===== config.mk =====
export PLATFORM = sky130hd
export DESIGN_NAME = search_engine
export DESIGN_NICKNAME = d
export VERILOG_FILES = /design/src/rtl/search_engine.sv
export SDC_FILE = /design/constraint.sdc
export NUM_CORES = 1
export LEC_CHECK = 0
export CORE_UTILIZATION = 44
export DETAILED_ROUTE_END_ITERATION = 10
export GPL_TIMING_DRIVEN = 0
export PLACE_DENSITY_LB_ADDON = 0.15
export REMOVE_ABC_BUFFERS = 1
export SETUP_SLACK_MARGIN = 0.02
export SLEW_MARGIN = 10
export SYNTH_ARGS = -nofsm -noshare
export SYNTH_HDL_FRONTEND = slang
export SYNTH_SLANG_ARGS = --single-unit

===== constraint.sdc =====
create_clock -name clock -period 7.3 [get_ports clock]
set_clock_uncertainty 0.05 [all_clocks]
set_input_delay 1.46 -clock clock [delete_from_list [all_inputs] [get_ports clock]]
set_output_delay 1.46 -clock clock [all_outputs]
set_load 0.02 [all_outputs]

===== src/rtl/search_engine.sv =====
// search_engine: probes an external synchronous-read table for a target value,
// in linear (first match) or binary (ascending unsigned table) mode.
// Optional feature macro: SEARCH_CYCLES_EN adds the 'cycles' busy-count port.
module search_engine #(
  parameter int WIDTH  = 32,
  parameter int DEPTH  = 256,
  parameter int ADDR_W = $clog2(DEPTH)
) (
  input  logic              clock,
  input  logic              reset,
  input  logic              start,
  input  logic              mode,
  input  logic [WIDTH-1:0]  target,
  output logic [ADDR_W-1:0] mem_addr,
  input  logic [WIDTH-1:0]  mem_rdata,
  output logic              busy,
  output logic              done,
  output logic              found,
  output logic [ADDR_W-1:0] i
`ifdef SEARCH_CYCLES_EN
  ,
  output logic [31:0]       cycles
`endif
);

  typedef enum logic [1:0] {IDLE, FETCH, CMP, DONE} state_t;

  // lo/hi carry one extra bit so lo=mid+1 past the last entry cannot wrap
  localparam logic [ADDR_W:0] LAST = (ADDR_W+1)'(DEPTH - 1);

  state_t              state_q, state_d;
  logic                mode_q, mode_d;
  logic [WIDTH-1:0]    tgt_q, tgt_d;
  logic [ADDR_W:0]     lo_q, lo_d, hi_q, hi_d;
  logic [ADDR_W-1:0]   addr_q, addr_d;
  logic                busy_q, busy_d;
  logic                done_q, done_d;
  logic                found_q, found_d;
  logic [ADDR_W-1:0]   i_q, i_d;
  logic [ADDR_W+1:0]   mid_sum;
  logic                fin, fin_found;

  // next-state: probe sequencing and result capture on entry to DONE
  always_comb begin
    state_d   = state_q;
    mode_d    = mode_q;
    tgt_d     = tgt_q;
    lo_d      = lo_q;
    hi_d      = hi_q;
    addr_d    = addr_q;
    busy_d    = busy_q;
    done_d    = 1'b0;
    found_d   = found_q;
    i_d       = i_q;
    mid_sum   = '0;
    fin       = 1'b0;
    fin_found = 1'b0;
    case (state_q)
      IDLE: begin
        if (start) begin
          mode_d  = mode;
          tgt_d   = target;
          lo_d    = '0;
          hi_d    = LAST;
          busy_d  = 1'b1;
          addr_d  = mode ? LAST[ADDR_W:1] : '0;
          state_d = FETCH;
        end
      end
      FETCH: state_d = CMP;
      CMP: begin
        if (mem_rdata == tgt_q) begin
          fin       = 1'b1;
          fin_found = 1'b1;
        end else if (!mode_q) begin
          if ({1'b0, addr_q} == LAST) fin = 1'b1;
          else begin
            addr_d  = addr_q + 1'b1;
            state_d = FETCH;
          end
        end else begin
          if (mem_rdata < tgt_q) lo_d = {1'b0, addr_q} + 1'b1;
          else if (addr_q == '0) fin = 1'b1;
          else hi_d = {1'b0, addr_q} - 1'b1;
          if (!fin) begin
            if (lo_d > hi_d) fin = 1'b1;
            else begin
              mid_sum = {1'b0, lo_d} + {1'b0, hi_d};
              addr_d  = mid_sum[ADDR_W:1];
              state_d = FETCH;
            end
          end
        end
        if (fin) begin
          state_d = DONE;
          busy_d  = 1'b0;
          done_d  = 1'b1;
          found_d = fin_found;
          i_d     = addr_q;
        end
      end
      DONE:    state_d = IDLE;
      default: state_d = IDLE;
    endcase
  end

  // state and datapath registers
  always_ff @(posedge clock) begin
    if (reset) begin
      state_q <= IDLE;
      mode_q  <= 1'b0;
      tgt_q   <= '0;
      lo_q    <= '0;
      hi_q    <= '0;
      addr_q  <= '0;
      busy_q  <= 1'b0;
      done_q  <= 1'b0;
      found_q <= 1'b0;
      i_q     <= '0;
    end else begin
      state_q <= state_d;
      mode_q  <= mode_d;
      tgt_q   <= tgt_d;
      lo_q    <= lo_d;
      hi_q    <= hi_d;
      addr_q  <= addr_d;
      busy_q  <= busy_d;
      done_q  <= done_d;
      found_q <= found_d;
      i_q     <= i_d;
    end
  end

  assign mem_addr = addr_q;
  assign busy     = busy_q;
  assign done     = done_q;
  assign found    = found_q;
  assign i        = i_q;

`ifdef SEARCH_CYCLES_EN
  logic [31:0] cnt_q, cnt_d, cyc_q, cyc_d;

  // busy-cycle counter; result latched as the search finishes
  always_comb begin
    cnt_d = cnt_q;
    cyc_d = cyc_q;
    if (state_q == IDLE && start) cnt_d = '0;
    else if (busy_q)              cnt_d = cnt_q + 32'd1;
    if (fin) cyc_d = cnt_d;
  end

  // counter registers
  always_ff @(posedge clock) begin
    if (reset) begin
      cnt_q <= '0;
      cyc_q <= '0;
    end else begin
      cnt_q <= cnt_d;
      cyc_q <= cyc_d;
    end
  end

  assign cycles = cyc_q;
`endif

endmodule

; ---- Word-level counts from Yosys, hierarchy flattened
; Index checks and enable logic that the tools add are counted.
[word_totals]
output_inout_bits = 19
regBits = 72
elab_cells = 92
[op_classes]
bitwise_logic = 1
add_sub_neg = 4
n_eq_ne = 16
n_reduce_logical = 10
n_mux = 49
order_cmp = 2
[op_table]
columns = op, n
row1 = 2-to-1 mux 9 bit, 15
row2 = 2-to-1 mux 8 bit, 6
row3 = case mux 9 bit (2 select lines), 2
row4 = == test 32 bit, 1
row5 = less-than comparator 32 bit, 1
row6 = case mux 8 bit (2 select lines), 1
row7 = 2-to-1 mux 1 bit, 15
row8 = 2-to-1 mux 2 bit, 7
row9 = != test 3 bit (second input constant), 4
row10 = != test 4 bit (second input constant), 3
row11 = adder 8 x 1 -> 9 bit (second input constant), 1
row12 = adder 9 bit, 1
row13 = > comparator 9 bit, 1
row14 = subtractor 8 x 1 -> 9 bit (second input constant), 1
row15 = adder 8 x 1 -> 8 bit (second input constant), 1
row16 = == test 8 bit (second input constant), 1
row17 = zero test 8 bit, 1
row18 = != test 2 bit (second input constant), 4
row19 = case mux 2 bit (4 select lines), 1
row20 = 2-to-1 mux 7 bit, 1
row21 = AND reduction 6 bit, 1
row22 = AND reduction 5 bit, 1
row23 = == test 2 bit (second input constant), 2
row24 = AND reduction 2 bit, 2
row25 = 8 further kinds, 8

; ---- Longest topological paths before layout
[depth]
ltp_word = 14
depth_mapped = 22
mapped_depth_nobuf = 20

; ---- Least setup slack after synthesis
; OpenSTA, ideal clock, no wires.
[synth_path]
kind = input to register
from = input port mem_rdata[14]
to = register addr_q[7], in the netlist mem_addr[7]
stages = 20
path_slack_ns = 1.829
required_ns = 7.134
setup_time_ns = 0.116
path_buffers = 4
t_arrival_ns = 5.306
path_cell_list = ha_1 -> nand4_1 -> nor4_2 -> o21ai_1 -> a31oi_2 -> or2_1 -> buf_2 -> buf_2 -> o21ai_0 -> ha_1 -> buf_2 -> nor3_1 -> a222oi_1 -> and3_1 -> o21ai_2 -> nor2_2 -> a211oi_2 -> buf_6 -> nor4_1 -> a31o_1
[synth_via]
elab_chain_len = 11
[synth_rtl]
columns = item, line
row1 = "start, declared", 15  ; input logic [WIDTH-1:0] mem_rdata,
row2 = less-than comparator 32 bit, 82  ; if (mem_rdata < tgt_q) lo_d = {1'b0, addr_q} + 1'b1;
row3 = 2-to-1 mux 9 bit, 82
row4 = 2-to-1 mux 9 bit, 75  ; end else if (!mode_q) begin
row5 = 2-to-1 mux 9 bit, 72  ; if (mem_rdata == tgt_q) begin
row6 = 2-to-1 mux 9 bit, 58  ; case (state_q)
row7 = adder 9 bit, 88  ; mid_sum = {1'b0, lo_d} + {1'b0, hi_d};
row8 = 2-to-1 mux 8 bit, 86  ; if (lo_d > hi_d) fin = 1'b1;
row9 = 2-to-1 mux 8 bit, 85  ; if (!fin) begin
row10 = 2-to-1 mux 8 bit, 75
row11 = 2-to-1 mux 8 bit, 72
row12 = case mux 8 bit (2 select lines), 58
row13 = "end signal, assigned", 126  ; addr_q <= addr_d;
row14 = "end, declared", 35  ; logic [ADDR_W-1:0] addr_q, addr_d;
; Parallel ways exist; a longest one is shown, timed or not. The select of a mux whose other input is x is not followed.
; A chain may end at the register's enable or synchronous reset.

; ---- Worst setup path in the final report
[layout_path]
from = input port mem_rdata[30]
to = register addr_q[5], in the netlist mem_addr[5]
; Same word-level chain as after synthesis.

==> impl_results.md <==
- Hold Fails Final Rpt: 0
- Skew-Pair Late Insertion Delay: 0.35 ns
- Period utilisation layout: 91.84%
- DR WL met2: 5485 µm
- Max Clk Rate: 0.1492 GHz
- Max FO, Critical Path: 15
- Critical Path AT: 6.90 ns
- First-pass iteration count of the detailed router: 5
- Post-CTS setup buffer count: 0
- Async SR Flop Fraction: 0%
- CTS tree: done
- Hold WS: 0.4082 ns
- Io pins: 87
- Dpl hpwl: 8886 µm
- Startpoint types: primary input
- Post-Route WL: 11690 µm
- Netlist cell types: 68
- Die X: 104.5 µm
- Pwr dens: 187.8 nW/µm²
- Die footprint: 10910 µm²
- Leakage: 2.290 nW
- Largest net degree at the start of global routing: 35
- Number of synthesized flops with an enable pin: 0
- Tightest Hold Check Type: reg -> reg
- Grt ovf: 0
- Worst-path clk slew: 0.09 ns
- DP Cell Count: 792
- MaxCap Viol Count: 0
- Area Overhead vs Synth: 24.54%
- Total number of vias: 4327
- Mean Syn Cell Area: 7.686 µm²
- # diodes: 0
- Clk root buf: clkbuf_8
- Post-Route M1 WL: 5411 µm
- Core box area: 10230 µm²
- Synthesis-stage register bit count: 72
- Residual DRC: 0
- Initial DRC Count: 289
- Final setup viols: 0
- Gr usage total: 22.15%
- Met3 WL post-DR: 558 µm
- Clk buf depth: 2
- VDD IR max: 0.00009951 V
- Clock Sinks: 72
- Die Height: 104.5 µm
- Min Tclk post-route: 6.704 ns
- CTS H-tree lvls: 3
- Detail Route Antenna Nets: 0
- DR WL/cell: 14.46 µm
- Status: finished clean
- RePlAce Congestion: 0.8401
- Initial antenna violation count: 0
- First-pass GRT wire length: 19420 µm
- TNS Setup: 0 ns
- CTS hold repair buffers: 0
- Slew @ Worst Pin: 1.127 ns
- Highest routed layer: met4
- Post-Syn Area: 4619 µm²
- Vias in the first global route: 4128
- Port bufs: 86
- Seq/Total Area, Yosys: 31.20%
- Yosys warns: 0
- Crit path kind: in -> reg
- Nets: 788
- Post-CTS sizing: 0
- Slew headroom: 24.70%
- Layout cell share with drive strength beyond 1: 5.060%
- Fin. max-slew vios: 0
- Final Non-Filler Cells: 808
- TritonCTS Buffers: 9
- Post-synth top flop: dfxtp_1
- Unrepaired setup endpoints after global routing: false
- Cells after synthesis: 601
- Drt via density: 5.355
- Initial Util: 45.15%
- Element type at the critical path end: register
- Num rows: 37
- Worst Path Required: 7.49 ns
==> cell type report <==
type / instances / area, µm²
fill: 976 / 4478
multi-input combinational: 443 / 2845
sequential: 72 / 1441
timing repair buffer: 88 / 898.4
inverter: 54 / 202.7
tap: 136 / 170.2
clock buffer: 10 / 137.6
clock inverter: 5 / 57.56
==> path summary, 6_finish.rpt <==
kind / cells after the start / startpoint / slack [ns] / end
worst max-delay path: 19 / mem_rdata[30] / 0.60 / mem_addr[5]
worst min-delay path: 2 / tgt_q[22] / 0.41 / tgt_q[22]
worst max register to register: 19 / tgt_q[30] / 1.75 / mem_addr[5]
worst min register to register: 2 / tgt_q[22] / 0.41 / tgt_q[22]
==> critical path, stage by stage <==
cell             delay, ns
clkdlybuf4s50_1       0.40
ha_1                  0.32
nand4_1               0.22
nor4_2                0.52
inv_1                 0.13
a31oi_2               0.29
nor2_1                0.25
nor2_2                0.47
nor2_1                0.07
a21oi_1               0.26
ha_1                  0.37
nor3_1                0.30
a222oi_1              0.13
and3_1                0.24
o21ai_2               0.26
nor2_2                0.09
a211oi_4              0.69
nor4_1                0.18
o21a_1                0.22
==> state kept, by name, summed over array words and instances, names as in the netlist <==
signal and count:
busy 1, found 1, tgt_q 32, mode_q 1
done 1, i 8, state_q 2, lo_q 9
mem_addr 8, hi_q 9
==> kinds of logic (layout without fill, tap and decap cells) <==
logic type                 Yosys count  after routing  synth area share [%]
adders and majority gates           52             52                 14.25
AOI/OAI and AO/OA                  140            140                 19.64
muxes                               11             11                 2.411
xor gates and xnor gates            17             17                 3.223
and+or+nand+nor                    223            223                 21.86
DFF                                 72             72                 31.20
buffers and inverters               86            157                 7.421
==> power breakdown <==
part / leakage, nW / switching, mW / total [mW] / internal, mW
Clock: 0.102 / 0.151 / 0.316 / 0.165
Sequential: 0.589 / 0.0206 / 0.434 / 0.414
Combinational: 1.60 / 0.192 / 0.330 / 0.139
==> cells in the mapped netlist (all sizes together), types with 2 or more instances <==
cell type / number / area share [%]
nand2b: 3 / 0.41
a21oi: 65 / 7.1
nand4: 8 / 1.2
a22o: 8 / 1.5
a31oi: 2 / 0.41
nand2: 109 / 8.9
xor2: 7 / 1.3
or2: 2 / 0.27
o2111ai: 2 / 0.38
nor2: 53 / 4.4
o21ai: 18 / 2.3
ha: 51 / 14
and3: 4 / 0.54
inv: 53 / 4.3
o21a: 4 / 0.65
nor4: 9 / 1.6
mux2i: 10 / 2.2
clkbuf: 21 / 1.7
a22oi: 2 / 0.32
o41ai: 2 / 0.38
o21bai: 3 / 0.49
buf: 11 / 1.3
a32o: 2 / 0.43
a21o: 2 / 0.32
a2111oi: 2 / 0.41
nor2b: 2 / 0.27
o211ai: 3 / 0.49
xnor2: 10 / 1.9
a211oi: 16 / 2.7
nand3: 14 / 1.5
nor3: 10 / 1.3
or4: 2 / 0.32
dfxtp: 72 / 31
or3: 2 / 0.27
==> cell usage in the layout, fill, tap and decap left out, types with 4 or more instances in the layout <==
master / count
nand2_1: 109
clkdlybuf4s50_1: 85
dfxtp_1: 72
a21oi_1: 64
inv_1: 52
nor2_1: 51
ha_1: 51
a211oi_1: 15
nand3_1: 14
o21ai_0: 11
mux2i_1: 10
xnor2_1: 10
clkbuf_8: 10
nor3_1: 9
xor2_1: 7
nand4_1: 7
a22o_1: 7
nor4_1: 6
o21ai_1: 5
and3_1: 4
o21a_1: 4
==> metal layers <==
layer	track usage, %	vias to the layer above
li1	-	2201
met1	28.74	1996
met2	36.14	108
met3	4.574	22
met4	7.959	0
met5	0	-
==> stage by stage <==
| step | area, µm² | power [mW] | setup WS [ns] | utilization, % |
|---|---|---|---|---|
| final | 5753 | 1.080 | 0.5960 | 56.23 |
| after CTS | 5728 | 1.085 | 0.1599 | 55.99 |
| after detailed placement | 5533 | 0.7663 | -0.1829 | 54.08 |
| after global placement | 5510 | 0.7583 | -0.1745 | 53.86 |
| after global routing | 5753 | 1.147 | 0.2257 | 56.23 |
| after floorplan | 4479 | 0.6468 | 1.389 | - |
No activity file was read; power rests on OpenSTA's default activity.
